$ cat config.mk
export PLATFORM = sky130hd
export DESIGN_NAME = pio_output_arbiter
export DESIGN_NICKNAME = d
export VERILOG_FILES = /design/src/rtl/pio_output_arbiter.sv
export SDC_FILE = /design/constraint.sdc
export NUM_CORES = 1
export LEC_CHECK = 0
export CAP_MARGIN = 20
export CORE_MARGIN = 4
export CORE_UTILIZATION = 46
export DETAILED_ROUTE_END_ITERATION = 10
export HOLD_SLACK_MARGIN = 0.02
export PLACE_DENSITY = 0.85
export REMOVE_ABC_BUFFERS = 1
export SLEW_MARGIN = 20
export SYNTH_ARGS = -nofsm -noshare
export SYNTH_HDL_FRONTEND = slang
export SYNTH_SLANG_ARGS = --single-unit
$ cat constraint.sdc
create_clock -name clk_clk -period 8.8 [get_ports clk_clk]
set_input_delay 1.76 -clock clk_clk [delete_from_list [all_inputs] [get_ports clk_clk]]
set_output_delay 1.76 -clock clk_clk [all_outputs]
set_load 0.01 [all_outputs]
$ cat src/rtl/pio_output_arbiter.sv
// Round-robin arbiter granting three requesters write access to the hex, LEDR and LEDG output registers.
// Each target enforces a minimum idle gap after a write; invalid-target writes are dropped and flagged.
module pio_output_arbiter #(
    parameter int                DATA_W    = 32,
    parameter int                MIN_GAP   = 4,
    parameter logic [DATA_W-1:0] HEX_RESET = 32'hFFFF_FFFF
) (
    input  logic                  clk_clk,
    input  logic                  reset_reset_n,
    input  logic [2:0]            req_valid,
    input  logic [5:0]            req_target,
    input  logic [3*DATA_W-1:0]   req_data,
    output logic [2:0]            req_ready,
    input  logic                  err_clr,
    output logic [DATA_W-1:0]     hex_display_out,
    output logic [DATA_W-1:0]     ledr_out,
    output logic [DATA_W-1:0]     ledg_out,
    output logic [1:0]            grant_id,
    output logic                  err_sticky,
    output logic [2:0]            target_busy
);

    localparam int GAP_W = (MIN_GAP < 1) ? 1 : $clog2(MIN_GAP + 1);
    localparam logic [GAP_W-1:0] GAP_LOAD = GAP_W'(MIN_GAP);

    logic [DATA_W-1:0] hex_q, hex_d, ledr_q, ledr_d, ledg_q, ledg_d;
    logic [1:0]        rr_ptr_q, rr_ptr_d;
    logic [1:0]        grant_q, grant_d;
    logic              err_q, err_d;
    logic [GAP_W-1:0]  gap_q [3];
    logic [GAP_W-1:0]  gap_d [3];

    logic [1:0]        tgt [3];
    logic [2:0]        elig;
    logic [3:0]        busy4;
    logic [2:0]        cand;
    logic              win_ok;
    logic              xfer;
    logic [1:0]        win_idx;
    logic [1:0]        win_tgt;
    logic [DATA_W-1:0] win_data;

    // Target code 3 always counts as idle so a bad request is never stalled.
    always_comb begin
        busy4 = {1'b0, gap_q[2] != '0, gap_q[1] != '0, gap_q[0] != '0};
        for (int i = 0; i < 3; i++) begin
            tgt[i]  = req_target[2*i +: 2];
            elig[i] = req_valid[i] && ((tgt[i] == 2'd3) || !busy4[tgt[i]]);
        end
        win_ok  = 1'b0;
        win_idx = 2'd0;
        cand    = 3'd0;
        for (int k = 0; k < 3; k++) begin
            cand = {1'b0, rr_ptr_q} + 3'(k);
            if (cand >= 3'd3) cand = cand - 3'd3;
            if (!win_ok && elig[cand[1:0]]) begin
                win_ok  = 1'b1;
                win_idx = cand[1:0];
            end
        end
        xfer      = win_ok && reset_reset_n;
        req_ready = 3'b000;
        if (xfer) req_ready[win_idx] = 1'b1;
        win_tgt  = tgt[win_idx];
        win_data = req_data[DATA_W*win_idx +: DATA_W];
    end

    always_comb begin
        hex_d    = hex_q;
        ledr_d   = ledr_q;
        ledg_d   = ledg_q;
        rr_ptr_d = rr_ptr_q;
        grant_d  = 2'd3;
        err_d    = err_q;
        for (int t = 0; t < 3; t++) begin
            gap_d[t] = (gap_q[t] != '0) ? gap_q[t] - 1'b1 : '0;
        end
        if (err_clr) err_d = 1'b0;
        if (xfer) begin
            grant_d  = win_idx;
            rr_ptr_d = (win_idx == 2'd2) ? 2'd0 : win_idx + 2'd1;
            case (win_tgt)
                2'd0: begin hex_d  = win_data; gap_d[0] = GAP_LOAD; end
                2'd1: begin ledr_d = win_data; gap_d[1] = GAP_LOAD; end
                2'd2: begin ledg_d = win_data; gap_d[2] = GAP_LOAD; end
                default: err_d = 1'b1;
            endcase
        end
    end

    always_ff @(posedge clk_clk) begin
        if (!reset_reset_n) begin
            hex_q    <= HEX_RESET;
            ledr_q   <= '0;
            ledg_q   <= '0;
            rr_ptr_q <= 2'd0;
            grant_q  <= 2'd3;
            err_q    <= 1'b0;
            for (int t = 0; t < 3; t++) gap_q[t] <= '0;
        end else begin
            hex_q    <= hex_d;
            ledr_q   <= ledr_d;
            ledg_q   <= ledg_d;
            rr_ptr_q <= rr_ptr_d;
            grant_q  <= grant_d;
            err_q    <= err_d;
            for (int t = 0; t < 3; t++) gap_q[t] <= gap_d[t];
        end
    end

    assign hex_display_out = hex_q;
    assign ledr_out        = ledr_q;
    assign ledg_out        = ledg_q;
    assign grant_id        = grant_q;
    assign err_sticky      = err_q;
    assign target_busy     = busy4[2:0];

endmodule

# Yosys cells after proc, flatten, opt, wreduce, memory -nomap -nowiden
# Memories as Yosys holds them, arrays and structs flattened.
# Index checks and enable logic that the tools add are counted.
# Widths: inputs -> output; s select.
word_totals:
  register_bits: 101
  mem_bits_rw: 9
  out_inout_bits: 105
  elab_cells: 106
  n_memories: 1
op_classes:
  addsub: 9
  magnitude_cmp: 12
  n_eq_ne: 6
  shift: 1
  muxes: 43
  bitwise_logic: 4
  n_reduce_logical: 24
mem_list:
  columns: ["memory", "words", "width", "read_ports", "rd_clocked_by_memory_dff", "wr", "line", "text"]
  rows:
  - ["gap_q", 3, 3, 3, 0, 3, "30", "logic [GAP_W-1:0] gap_q [3];"]
ops:
  columns: ["op", "n"]
  rows:
  - ["$shiftx 96x8->32", 1]
  - ["$mux 3", 10]
  - ["$lt 2x3->1 const B", 7]
  - ["$mux 2", 9]
  - ["$mux 1", 15]
  - ["$bmux 1 s2", 6]
  - ["$eq 2x2->1 const B", 5]
  - ["$mux 9", 1]
  - ["$reduce_bool 3->1", 3]
  - ["$sub 3x1->3 const B", 3]
  - ["$reduce_and 2->1", 4]
  - ["$logic_and 1x1->1", 7]
  - ["$ge 3x2->1 const B", 2]
  - ["$sub 2x2->2 const B", 3]
  - ["$logic_not 1->1", 5]
  - ["$bmux 2 s2", 1]
  - ["$add 2x1->3 const B", 1]
  - ["$add 2x2->3 const B", 1]
  - ["$ge 3x3->1 const B", 1]
  - ["$logic_or 1x1->1", 3]
  - ["$not 2->3", 1]
  - ["$or 1x1->1", 3]
  - ["$reduce_or 3->1", 1]
  - ["$add 2x1->2 const B", 1]
  - ["other kinds (5)", 5]

# Logic depth before layout (Yosys ltp)
# An unclocked memory read counts as a cell.
logic_depth:
  depth_word: 24
  depth_mapped: 13

# Worst setup path before layout
# OpenSTA, ideal clock, no wires.
synth_path:
  path_type: "input to output"
  startpoint: "input port req_target[1]"
  endpoint: "output port req_ready[2]"
  t_arrival_ns: 3.400
  required_ns: 7.040
  path_slack_ns: 3.640
  cell_stages: 7
  cell_sequence: "nor4_1 -> nor3_1 -> or4_4 -> nand4_1 -> clkbuf_1 -> nand2_1 -> nor2_1"
synth_between:
  elab_chain_cells: 19
synth_rtl:
  columns: ["element", "line", "text"]
  rows:
  - ["from (decl)", "11", "input logic [5:0] req_target,"]
  - ["$bmux 1 s2", "48", "elig[i] = req_valid[i] && ((tgt[i] == 2'd3) || !busy4[tgt[i]]);"]
  - ["$mux 1 (not written as such)", "48", null]
  - ["$logic_not 1->1", "48", null]
  - ["$logic_or 1x1->1 (*)", "48", null]
  - ["$logic_and 1x1->1 (*)", "48", null]
  - ["$bmux 1 s2", "56", "if (!win_ok && elig[cand[1:0]]) begin"]
  - ["$mux 1 (not written as such)", "56", null]
  - ["$mux 1", "56", null]
  - ["(+3 left out)", null, null]
  - ["$logic_not 1->1", "56", null]
  - ["$logic_and 1x1->1", "56", null]
  - ["$mux 2", "56", null]
  - ["$lt 2x3->1 (not written as such) / $ge 2x1->1 (equally long branches)", "63", "if (xfer) req_ready[win_idx] = 1'b1;"]
  - ["$logic_and 1x1->1 (not written as such)", "63", null]
  - ["$mux 1 (not written as such)", "63", null]
  - ["$demux 1 s2", "63", null]
  - ["$mux 3 (*)", "63", null]
  - ["to (decl)", "13", "output logic [2:0] req_ready,"]
# Mark *: on every way between the ends. The rest lies on a longest branch, timed or not. The select of a mux whose other input is x is not followed.

# Final worst setup path
# Ends and elaborated chain as after synthesis.

==> flow_summary.toml <==
[synth]
syn_area_um2 = 4900
ys_top_cells_by_area = "dfxtp_1, mux2i_1, nand2_1"
synth_cells = 557
async_flop_share_pct = 0
yosys-top-cells-count = "nand2_1, dfxtp_1, mux2i_1, a21oi_1, nor2_1"
synth_cell_type_count = 49
synth_edf_count = 0
synth_ff_type = "dfxtp_1"
syn_area_per_cell_um2 = 8.80
synth_warnings = 0
synth_seq_cells = 110
yosysTopAreaCell = "dfxtp_1"
yosysMostFrequentCell = "nand2_1"
ys_seq_area_share_pct = 44.9
synth_top_area_share_pct = 44.9

[detailed_routing]
wl_per_cell_um = 17.0
via_per_inst = 5.37
routed_wl_mm = 15.1
drt_iter0_markers = 247
post-route-drc-count = 0
vias = 4770
drtAntennaViolNets = 0
dr.pass1.iters = 5

[job]
max-cap-violations = 0

[cells_and_area]
regArea_um2 = 2200
multiInputGateArea_um2 = 2460
final_nets = 857
fillers = 800
final_layout_size_suffix_gt1_share_pct = 4.39
synthToLayoutAreaGrowth_pct = 47.9
diodes = 0

[power_and_ir_drop]
power_frac_seq_pct = 33.3
intPower_mw = 1.42
switching_share_pct = 38.5
max-vdd-ir-drop_uv = 149
switchingPower_mw = 0.888
pwr-share-comb_pct = 52.4
p_leak_nw = 2.83
clock_power_share_pct = 14.3
p_total_mw = 2.31
p_per_area_nw_per_um2 = 318

[clocking]
h-tree-depth = 3
cts_tree = "done"
clkTransAtPathRegs_ns = 0.10
cts_setup_buffers = 0
postCtsHoldBufs = 0
cts_resized = 0
numCtsBuffers = 9
cts_max_path_buffers = 2
clock_latency_ns = 0.35
cts.sinks = 110
clockRootBuffer = "clkbuf_8"

[setup_path]
path_common_cell = "clkdlybuf4s50_1"
cp_data_arrival_time_ns = 4.65
worstPathRequired_ns = 7.04
critPathMaxStageDelay_ns = 0.55
endpoint_kind = "primary output"
start_kind = "input pin"
crit_path_top_delay_cell = "clkdlybuf4s50_1"
cp_cell_sequence = "clkdlybuf4s50_1 -> nor4_1 -> nor4b_1 -> a2111o_1 -> nand4_1 -> nand2_1 -> nor2_1 -> clkdlybuf4s50_1"
criticalPathCategory = "in -> out"
critPathMaxFanout = 15

[status]
status = "completed"

[hold_path]
hold_class = "reg -> reg"

[floorplanning]
die_w_um = 111
start_util_pct = 47.3
placeableCoreArea_um2 = 10400
die_area_um2 = 12400
num_rows = 37
io_pins = 213
die_h_um = 111

[timing]
tightest_slew_ns = 1.11
period_needed_ns = 6.41
drv_slew = 0
final.setup.tns_ns = 0
max_freq_mhz = 156
rsz0062_at_grt = "no"
fin_crit_sh_pct = 72.9
slew_headroom_pct = 26.0
hold_ws_ns = 0.463
clock_skew_ns = 0.00449
final_hold_viol_count = 0
setup-violations-final = 0

[placement]
gp_congestion = 0.873
portBuffers = 212
hpwlAfterDp_mm = 10.7

[global_routing]
antenna_found_initial = 0
grt_first_pass_wirelength_mm = 24.2
grt.overflow.total = 0
grt_use_total_pct = 23.6
first_global_vias = 4989
grt_max_degree = 75
## power by group through the flow
stage	combinational, mW	clock (mW)	sequential, mW
4_1_cts	1.21	0.336	0.768
5_1_grt	1.31	0.353	0.790
2_1_floorplan	0.565	0	0.843
6_report	1.21	0.330	0.768
3_5_place_dp	1.20	0	0.777
3_3_place_gp	1.17	0	0.766
## final timing paths
check                                 from  slack [ns]                       end  depth (start not counted)
hold reg to reg   ledr_out[2]$_SDFFE_PN0P_        0.46  ledr_out[2]$_SDFFE_PN0P_                          2
hold / removal    ledr_out[2]$_SDFFE_PN0P_        0.46  ledr_out[2]$_SDFFE_PN0P_                          2
setup / recovery             req_target[1]        2.39              req_ready[2]                          8
setup reg to reg  rr_ptr_q[0]$_SDFFE_PN0N_        4.08  ledr_out[0]$_SDFFE_PN0P_                         10
## worst max-delay path, delay by kind of cell
family	cells	cell delay, ns
AO/OA/AOI/OAI	1	0.48
AND/OR/NAND/NOR	5	1.37
buffers and inverters	2	1.04
## flip-flops by register name, summed over array words and instances, names as in the netlist
name             count
ledr_out            32
ledg_out            32
grant_id             2
err_sticky           1
rr_ptr_q             2
gap_q                9
hex_display_out     32
## area by class of cell
cell class | count | share of cell area (%)
Clock buffer | 12 | 2.00
Inverter | 8 | 0.414
Clock inverter | 4 | 0.966
Timing Repair Buffer | 218 | 30.0
Multi-Input combinational cell | 400 | 33.9
Tap cell | 136 | 2.35
Sequential cell | 110 | 30.4
## placed cells by master, fill, tap and decap left out, types with 4 or more instances in the layout
cell / n
nor3b_1: 4
nand2_1: 129
a211oi_1: 7
nor2_1: 32
a21oi_1: 70
and2_1: 4
buf_4: 5
nor4_1: 5
clkdlybuf4s50_1: 211
clkbuf_8: 10
inv_1: 7
dfxtp_1: 110
nor3_1: 7
a31oi_1: 7
mux2i_1: 89
## per-stage QoR
stage	worst slack, ns	cells	cell area (µm²)	util [%]
3_5_place_dp	2.43	871	7020	67.7
5_1_grt	2.20	888	7250	70.0
2_1_floorplan	0.920	518	4690	-
6_report	2.39	888	7250	70.0
3_3_place_gp	2.57	871	7020	67.7
4_1_cts	2.43	887	7230	69.8
## per-layer routing
layer  track usage, %  up-vias  wire [µm]
met5                0        -          0
met2             43.4      182       7760
met1             26.2     2274       5980
met4             6.97        0        198
li1                 -     2296          -
met3             6.88       18       1170
## logic make-up (layout without fill, tap and decap cells)
family | count (synthesis) | after routing | synth area share [%]
AOI/OAI and AO/OA | 107 | 107 | 13.1
buffers and inverters | 47 | 242 | 5.03
DFF | 110 | 110 | 44.9
muxes | 91 | 91 | 18.6
adders and majority gates | 2 | 2 | 0.510
and+or+nand+nor | 200 | 200 | 17.9
Power figures use the tool's default switching activity.
